--- config.mk ---
export PLATFORM = sky130hd
export DESIGN_NAME = display_scan_controller
export DESIGN_NICKNAME = d
export VERILOG_FILES = /design/src/rtl/display_scan_controller_pkg.sv /design/src/rtl/display_scan_controller_scan_tick_gen.sv /design/src/rtl/display_scan_controller.sv
export SDC_FILE = /design/constraint.sdc
export NUM_CORES = 1
export LEC_CHECK = 0
export ABC_AREA = 1
export BUFFER_PORTS_ARGS = -buffer_cell sky130_fd_sc_hd__buf_2
export CORE_UTILIZATION = 35
export DETAILED_ROUTE_END_ITERATION = 10
export GPL_ROUTABILITY_DRIVEN = 0
export PLACE_DENSITY = 0.53
export SYNTH_ARGS = -nofsm -noshare
export SYNTH_HDL_FRONTEND = slang
export SYNTH_HIERARCHICAL = 1
export SYNTH_SLANG_ARGS = --single-unit
--- constraint.sdc ---
create_clock -name Clk -period 2.7 [get_ports Clk]
set_clock_uncertainty 0.15 [all_clocks]
set_input_delay 0.27 -clock Clk [delete_from_list [all_inputs] [get_ports Clk]]
set_output_delay 0.27 -clock Clk [all_outputs]
set_load 0.05 [all_outputs]
--- src/rtl/display_scan_controller_pkg.sv ---
// Shared types and constants for the multiplexed seven-segment scan controller.
package display_scan_controller_pkg;

   typedef enum logic {
      ST_BLANK = 1'b0,
      ST_DRIVE = 1'b1
   } scan_state_e;

   localparam int DEF_PRESCALE     = 50000;
   localparam int DEF_BLANK_CYCLES = 2;

   // Digit address width, never narrower than one bit.
   function automatic int addr_width(input int digits);
      return (digits > 2) ? $clog2(digits) : 1;
   endfunction

endpackage

--- src/rtl/display_scan_controller_scan_tick_gen.sv ---
// Modulo-PRESCALE slot counter with end-of-slot and end-of-blank flags.
module scan_tick_gen
   import display_scan_controller_pkg::*;
#(
   parameter int PRESCALE     = DEF_PRESCALE,
   parameter int BLANK_CYCLES = DEF_BLANK_CYCLES,
   parameter int CW           = $clog2(PRESCALE)
) (
   input  logic          Clk,
   input  logic          Reset_n,
   output logic [CW-1:0] slot_cnt,
   output logic          slot_end,
   output logic          blank_end
);

   localparam logic [CW-1:0] CNT_LAST      = CW'(PRESCALE - 1);
   localparam logic [CW-1:0] CNT_BLANK_END = CW'(BLANK_CYCLES - 1);

   logic [CW-1:0] slot_cnt_q;
   logic [CW-1:0] slot_cnt_d;

   assign slot_cnt  = slot_cnt_q;
   assign slot_end  = (slot_cnt_q == CNT_LAST);
   assign blank_end = (slot_cnt_q == CNT_BLANK_END);

   always_comb begin
      slot_cnt_d = slot_end ? '0 : slot_cnt_q + 1'b1;
   end

   always_ff @(posedge Clk or negedge Reset_n) begin
      if (!Reset_n) begin
         slot_cnt_q <= '0;
      end else begin
         slot_cnt_q <= slot_cnt_d;
      end
   end

endmodule

--- src/rtl/display_scan_controller.sv ---
// Double-buffered digit store scanned across DIGITS common-anode digits,
// with an all-anodes-off blank interval at the start of every slot.
module display_scan_controller
   import display_scan_controller_pkg::*;
#(
   parameter int DIGITS       = 4,
   parameter int PRESCALE     = DEF_PRESCALE,
   parameter int BLANK_CYCLES = DEF_BLANK_CYCLES,
   parameter int AW           = addr_width(DIGITS)
) (
   input  logic              Clk,
   input  logic              Reset_n,
   input  logic              Wr_En,
   input  logic [AW-1:0]     Wr_Addr,
   input  logic [3:0]        Wr_Data,
   input  logic              Commit,
   input  logic [DIGITS-1:0] Enable,
   output logic [3:0]        Nibble,
   output logic [DIGITS-1:0] Anode_n,
   output logic              Commit_Pending,
   output logic              Frame_Done
);

   localparam int            CW          = $clog2(PRESCALE);
   localparam logic [AW-1:0] DIG_LAST    = AW'(DIGITS - 1);
   localparam logic [CW-1:0] CNT_PRE_END = CW'(PRESCALE - 2);

   logic [CW-1:0]     slot_cnt;
   logic              slot_end;
   logic              blank_end;
   logic              frame_end;
   logic [AW-1:0]     dig_nxt;
   logic [DIGITS-1:0] drive_pat;

   scan_state_e       state_q, state_d;
   logic [AW-1:0]     dig_q, dig_d;
   logic [3:0]        shadow_q [DIGITS];
   logic [3:0]        shadow_d [DIGITS];
   logic [3:0]        active_q [DIGITS];
   logic [3:0]        active_d [DIGITS];
   logic [3:0]        nibble_q, nibble_d;
   logic [DIGITS-1:0] anode_q, anode_d;
   logic              pending_q, pending_d;
   logic              frame_done_q, frame_done_d;

   scan_tick_gen #(
      .PRESCALE     (PRESCALE),
      .BLANK_CYCLES (BLANK_CYCLES),
      .CW           (CW)
   ) u_tick (
      .Clk       (Clk),
      .Reset_n   (Reset_n),
      .slot_cnt  (slot_cnt),
      .slot_end  (slot_end),
      .blank_end (blank_end)
   );

   always_comb begin
      frame_end    = slot_end && (dig_q == DIG_LAST);
      dig_nxt      = (dig_q == DIG_LAST) ? '0 : dig_q + 1'b1;
      dig_d        = slot_end ? dig_nxt : dig_q;
      shadow_d     = shadow_q;
      active_d     = active_q;
      pending_d    = pending_q | Commit;
      state_d      = state_q;
      anode_d      = anode_q;
      nibble_d     = nibble_q;
      frame_done_d = (slot_cnt == CNT_PRE_END) && (dig_q == DIG_LAST);

      // Addresses beyond the last digit match no slot and are dropped.
      for (int i = 0; i < DIGITS; i++) begin
         if (Wr_En && (Wr_Addr == AW'(i))) shadow_d[i] = Wr_Data;
         drive_pat[i] = !((dig_q == AW'(i)) && Enable[i]);
      end

      // The copy uses shadow as it stood before this edge; a coincident Commit re-arms.
      if (frame_end && pending_q) begin
         active_d  = shadow_q;
         pending_d = Commit;
      end

      if (state_q == ST_BLANK) begin
         if (blank_end) begin
            state_d = ST_DRIVE;
            anode_d = drive_pat;
         end else begin
            anode_d = '1;
         end
      end else begin
         if (slot_end) begin
            state_d = ST_BLANK;
            anode_d = '1;
            for (int i = 0; i < DIGITS; i++) begin
               if (dig_nxt == AW'(i)) nibble_d = active_d[i];
            end
         end else begin
            anode_d = drive_pat;
         end
      end
   end

   always_ff @(posedge Clk or negedge Reset_n) begin
      if (!Reset_n) begin
         state_q      <= ST_BLANK;
         dig_q        <= '0;
         nibble_q     <= '0;
         anode_q      <= '1;
         pending_q    <= 1'b0;
         frame_done_q <= 1'b0;
         for (int i = 0; i < DIGITS; i++) begin
            shadow_q[i] <= '0;
            active_q[i] <= '0;
         end
      end else begin
         state_q      <= state_d;
         dig_q        <= dig_d;
         nibble_q     <= nibble_d;
         anode_q      <= anode_d;
         pending_q    <= pending_d;
         frame_done_q <= frame_done_d;
         shadow_q     <= shadow_d;
         active_q     <= active_d;
      end
   end

   assign Nibble         = nibble_q;
   assign Anode_n        = anode_q;
   assign Commit_Pending = pending_q;
   assign Frame_Done     = frame_done_q;

endmodule

After elaboration in Yosys (flattened, before gate mapping)

Index checks and enable logic that the tools add are counted.
W data, S select, Z words.

Bitwise operators: 1
Mux-type cells: 14
Add/subtract/negate cells: 2
Reduce and logical (&&, ||, !) cells: 20
Equal/unequal tests: 12

Operator list:

| cell                    | count |
|---|---|
| $eq A16 B16 Y1 const B  | 2 |
| $mux W16                | 2 |
| $mux W4                 | 7 |
| $add A16 B1 Y16 const B | 1 |
| $eq A16 B1 Y1 const B   | 1 |
| $eq A2 B2 Y1 const B    | 6 |
| $logic_and A1 B1 Y1     | 11 |
| $eq A2 B1 Y1 const B    | 3 |
| $logic_not A2 Y1        | 3 |
| $logic_not A1 Y1        | 4 |
| $mux W1                 | 4 |
| $reduce_bool A4 Y1      | 1 |
| $reduce_and A3 Y1       | 1 |
| $add A2 B1 Y2 const B   | 1 |
| $mux W2                 | 1 |
| $or A1 B1 Y1            | 1 |

Register bits after elaboration: 61
Input port bits: 14
Output and inout bits: 10
Logic and storage cells: 64

Logic depth before layout (Yosys ltp)

Depth in word-level cells: 8
Mapped depth: 16
Gate-level depth less buffers: 14

By module

The synthesis kept the hierarchy.

By module, submodules not included:

| module                  | instances | area an instance (um^2) | cells each | sequential area each (um^2) |
|---|---|---|---|---|
| display_scan_controller | 1         | 2030.7                  | 232        | 1131.1 |
| scan_tick_gen           | 1         | 970.9                   | 129        | 400.4 |

Worst setup path before layout

Ideal clock, no wire load.

Path kind: register to register
Start point: reg u_tick.slot_cnt_q[0] (netlist: u_tick/slot_cnt[0])
End point: reg nibble_q[0] (netlist: Nibble[0])
Setup time: 118 ps
Arrival time: 1806 ps
Buffers on the path: 2
Slack: 626 ps
Cell stages (with the launch flop): 15
Required time: 2432 ps
Clock period less this slack: 2074 ps
Cells stage by stage: dfrtp_1 ha_1 nand3_2 nor2_1 nand2_1 inv_2 buf_4 nand3_4 buf_6 nand2_1 nand3_1 nand3_1 nand2_1 nand2_1 nand2_1

Cells in the longest elaborated chain, start to end: 8
Elaborated cells between the ends (all ways): 9
Classes of those cells: 1 x eq/ne; 5 x mux; 3 x reduce/logical

RTL lines:

| element                | line                                        | source |
|---|---|---|
| from (decl)            | display_scan_controller_scan_tick_gen.sv:19 | `logic [CW-1:0] slot_cnt_q;` |
| from (signal assigned) | display_scan_controller_scan_tick_gen.sv:34 | `slot_cnt_q <= slot_cnt_d;` |
| $eq A16 B16 Y1 (*)     | display_scan_controller_scan_tick_gen.sv:23 | `assign slot_end = (slot_cnt_q == CNT_LAST);` |
| via slot_end           | display_scan_controller.sv:29               | `logic slot_end;` |
| $logic_and A1 B1 Y1    | display_scan_controller.sv:59               | `frame_end = slot_end && (dig_q == DIG_LAST);` |
| $logic_and A1 B1 Y1    | display_scan_controller.sv:77               | `if (frame_end && pending_q) begin` |
| $mux W16               | display_scan_controller.sv:77               |  |
| $mux W4 (4 in a row)   | display_scan_controller.sv:94               | `if (dig_nxt == AW'(i)) nibble_d = active_d[i];` |
| to (signal assigned)   | display_scan_controller.sv:117              | `nibble_q <= nibble_d;` |
| to (decl)              | display_scan_controller.sv:41               | `logic [3:0] nibble_q, nibble_d;` |

Mark *: on every way through the listed nets, which the timed path passes. The rest lies on a longest branch. The select of a mux whose other input is x is not followed.
A chain may end at the register's enable or synchronous reset.

==> results.toml <==
[status]
outcome = "finished clean"

[logic_synthesis]
ys_seq_area_share_pct = 51.0
synth_edf_count = 0
synth.distinct_cells = 30
ys_dominant_reg_cell = "dfrtp_1"
syn_area_per_cell_um2 = 8.31
syn-num-nets = 381
syn_inst = 361
yosysWarningCount = 6
ys_ff_latch = 61
async_reset_ff_share_pct = 100
synth_area_um2 = 3000

[flow_run]
maxCapViolations = 0

[layout]
syn_to_final_growth_pct = 15.3
multi_input_area_um2 = 1220
n_antenna_cell = 0
finalNetCount = 418
fill_cells = 829
drive_above_1_share_pct = 16.9
final_cell_count_no_fill = 508
final_area_um2 = 3460
seq_area_um2 = 1530
final_util_pct = 41.9

[sta]
setup_viol = 0
fin_setup_tns_ps = 0
relSlewSlack_pct = 62.8
worstMarginPinSlew_ps = 558
hold_viol = 0
rsz0062_at_grt = "no"
period_needed_ps = 2310
fin_crit_sh_pct = 85.4
final.setup.worst_slack_ps = 394
drv_slew = 0
max_freq_ghz = 0.434

[detailed_routing]
viasPerCell = 4.67
antenna_left = 0
firstDrtPassIters = 4
num_vias = 2373
dr.first_iter.drc_count = 168
routed_wl_mm = 6.44
wl_per_cell_um = 12.7
route.detailed.drc = 0

[floorplanning]
io_pins = 24
row_count = 33
core_um2 = 8260
die_x_um = 94.6
dieArea_um2 = 8950
start_util_pct = 36.3
die_y_um = 94.6

[clock_tree]
post_cts_buffers = 0
clockRootBuffer = "clkbuf_8"
cts.path.max_buffers = 2
postCtsHoldBufs = 6
clock_latency_ps = 340
cts_tree = "yes"
htreeDepth = 3
cts_resized = 0
cts.sinks = 61
cts_made_buffers = 9
path_clk_slew_ps = 80

[placed_design]
place_area_um2 = 3230
dpl.hpwl_mm = 4.75
pre_cts_slack_ps = 405
io_buffers = 23
dp.cells = 486

[grt]
grt_pass1_wl_mm = 11.0
overflow = 0
first_global_vias = 2209
grt_start_max_net_pins = 23
antenna_found_initial = 0
track_usage_pct = 16.2

[setup_path]
crit_fanout = 18
r2r_slack_ps = 390
critPathArrivalTime_ps = 2440
endpoint_kind = "flop"
worstRegToRegCells = 13
r2r-end = "Nibble[1]"
path_class = "flop to flop"
timing.rr.start = "u_tick/slot_cnt[0]"
critical_path_required_ps = 2830
critPathLaunchType = "flop"

[power_and_ir_drop]
p_leak_nw = 1.83
power_per_cell_area_nw_per_um2 = 517
ir_worst_vdd_mv = 0.250

[hold_path]
holdPathStages = 3
min_from = "Wr_Data[2]"
min_to = "shadow_q[2]"
hp-class = "input pin to flop"
worst max-delay path by stage:
stage | slack (ps) | depth (start not counted) | start | endpoint
after floorplan | 630 | 14 | u_tick/slot_cnt[0] | Nibble[0]
after global placement | 420 | 13 | u_tick/slot_cnt[0] | Nibble[0]
after detailed placement | 400 | 13 | u_tick/slot_cnt[0] | Nibble[0]
after CTS | 380 | 13 | u_tick/slot_cnt[0] | Nibble[1]
after global routing | 140 | 13 | u_tick/slot_cnt[0] | Nibble[3]
final | 390 | 13 | u_tick/slot_cnt[0] | Nibble[1]
flip-flops by register name, summed over array words and instances (netlist names):
name and count:
active_q 16, shadow_q 16, u_tick/slot_cnt 16, Anode_n 4, Nibble 4, dig_q 2, Commit_Pending 1, Frame_Done 1
state_q 1
critical path, cell delays in order, from the launching register on:
cell     delay (ps)
dfrtp_1         430
ha_1            230
nand3_2         170
nor2_1          140
nand2_1          90
inv_2           180
nand3_4         250
inv_1           200
nand2_1          80
nand2_1          80
o21ai_0          90
inv_1            60
nand2_1          40
nand2_1          60
kinds of logic (layout without fill, tap and decap cells):
| kind of cell | after synthesis | in the layout | share of synthesized area [%] |
|---|---|---|---|
| XOR/XNOR | 7 | 7 | 2.04 |
| flip-flops | 61 | 61 | 51.0 |
| adder cells (fa/ha/maj) | 6 | 6 | 2.50 |
| AO/OA/AOI/OAI | 27 | 27 | 4.84 |
| buffers and inverters | 59 | 101 | 8.25 |
| AND/OR/NAND/NOR | 201 | 201 | 31.3 |
power by group:
| group | total (mW) | switching [mW] | internal (mW) |
|---|---|---|---|
| Sequential | 0.978 | 0.0254 | 0.953 |
| Combinational | 0.0861 | 0.0532 | 0.0329 |
| Clock | 0.726 | 0.391 | 0.335 |
| Total | 1.79 | 0.469 | 1.32 |
metrics by stage:
stage                     hold slack (ps)  total power [mW]
final                                89.1              1.79
after global routing                  112              1.87
after CTS                            87.2              1.81
after detailed placement              123              1.08
after global placement                120              1.08
after floorplan                      -176              1.02
area by class of cell:
cell class / count / area share, %
flip-flops and latches: 61 / 44.3
multi-input cells: 241 / 35.3
repair buffers: 33 / 5.93
inverters: 52 / 5.64
well taps: 105 / 3.80
clock buffers: 9 / 3.58
clock inverters: 7 / 1.48
placed cells by master, fill, tap and decap left out, types with 2 or more instances in the layout:
cell type and instances:
nand4_1 18, nor2_4 2, nand3_1 35, o21bai_1 3
xor2_1 6, clkinv_4 2, nand2_1 95, clkinvlp_4 2
nor4_1 3, dfstp_2 4, nand3_2 2, nand2_2 8
buf_2 23, o21ai_0 22, nor2_2 4, dfrtp_1 57
nor2_1 26, dlygate4sd3_1 6, inv_2 4, ha_1 6
inv_1 47, clkbuf_8 9, and2_1 4, clkinv_2 2
buf_4 4
per-layer routing:
layer | vias to the layer above | share of wire, % | wire length (µm) | GRT usage (%)
met5 | - | 0 | 0 | 0
met4 | 0 | 1.4 | 91 | 4.92
met3 | 11 | 4.2 | 273 | 3.86
met2 | 53 | 41 | 2670 | 22.6
met1 | 1086 | 53 | 3400 | 24.5
li1 | 1223 | - | - | -
Yosys cell counts (4+ instances only):
master | n | area [µm²]
dfrtp_1 | 57 | 1430
xor2_1 | 6 | 52.6
inv_1 | 47 | 176
nand2_2 | 8 | 50.1
dfstp_2 | 4 | 105
ha_1 | 6 | 75.1
nor2_2 | 4 | 25.0
nand3_1 | 35 | 175
nor2_1 | 26 | 97.6
o21ai_0 | 22 | 110
inv_2 | 4 | 15.0
nand2_1 | 95 | 357
nand4_1 | 18 | 113
and2_1 | 4 | 25.0
No activity file was read; power rests on OpenSTA's default activity.
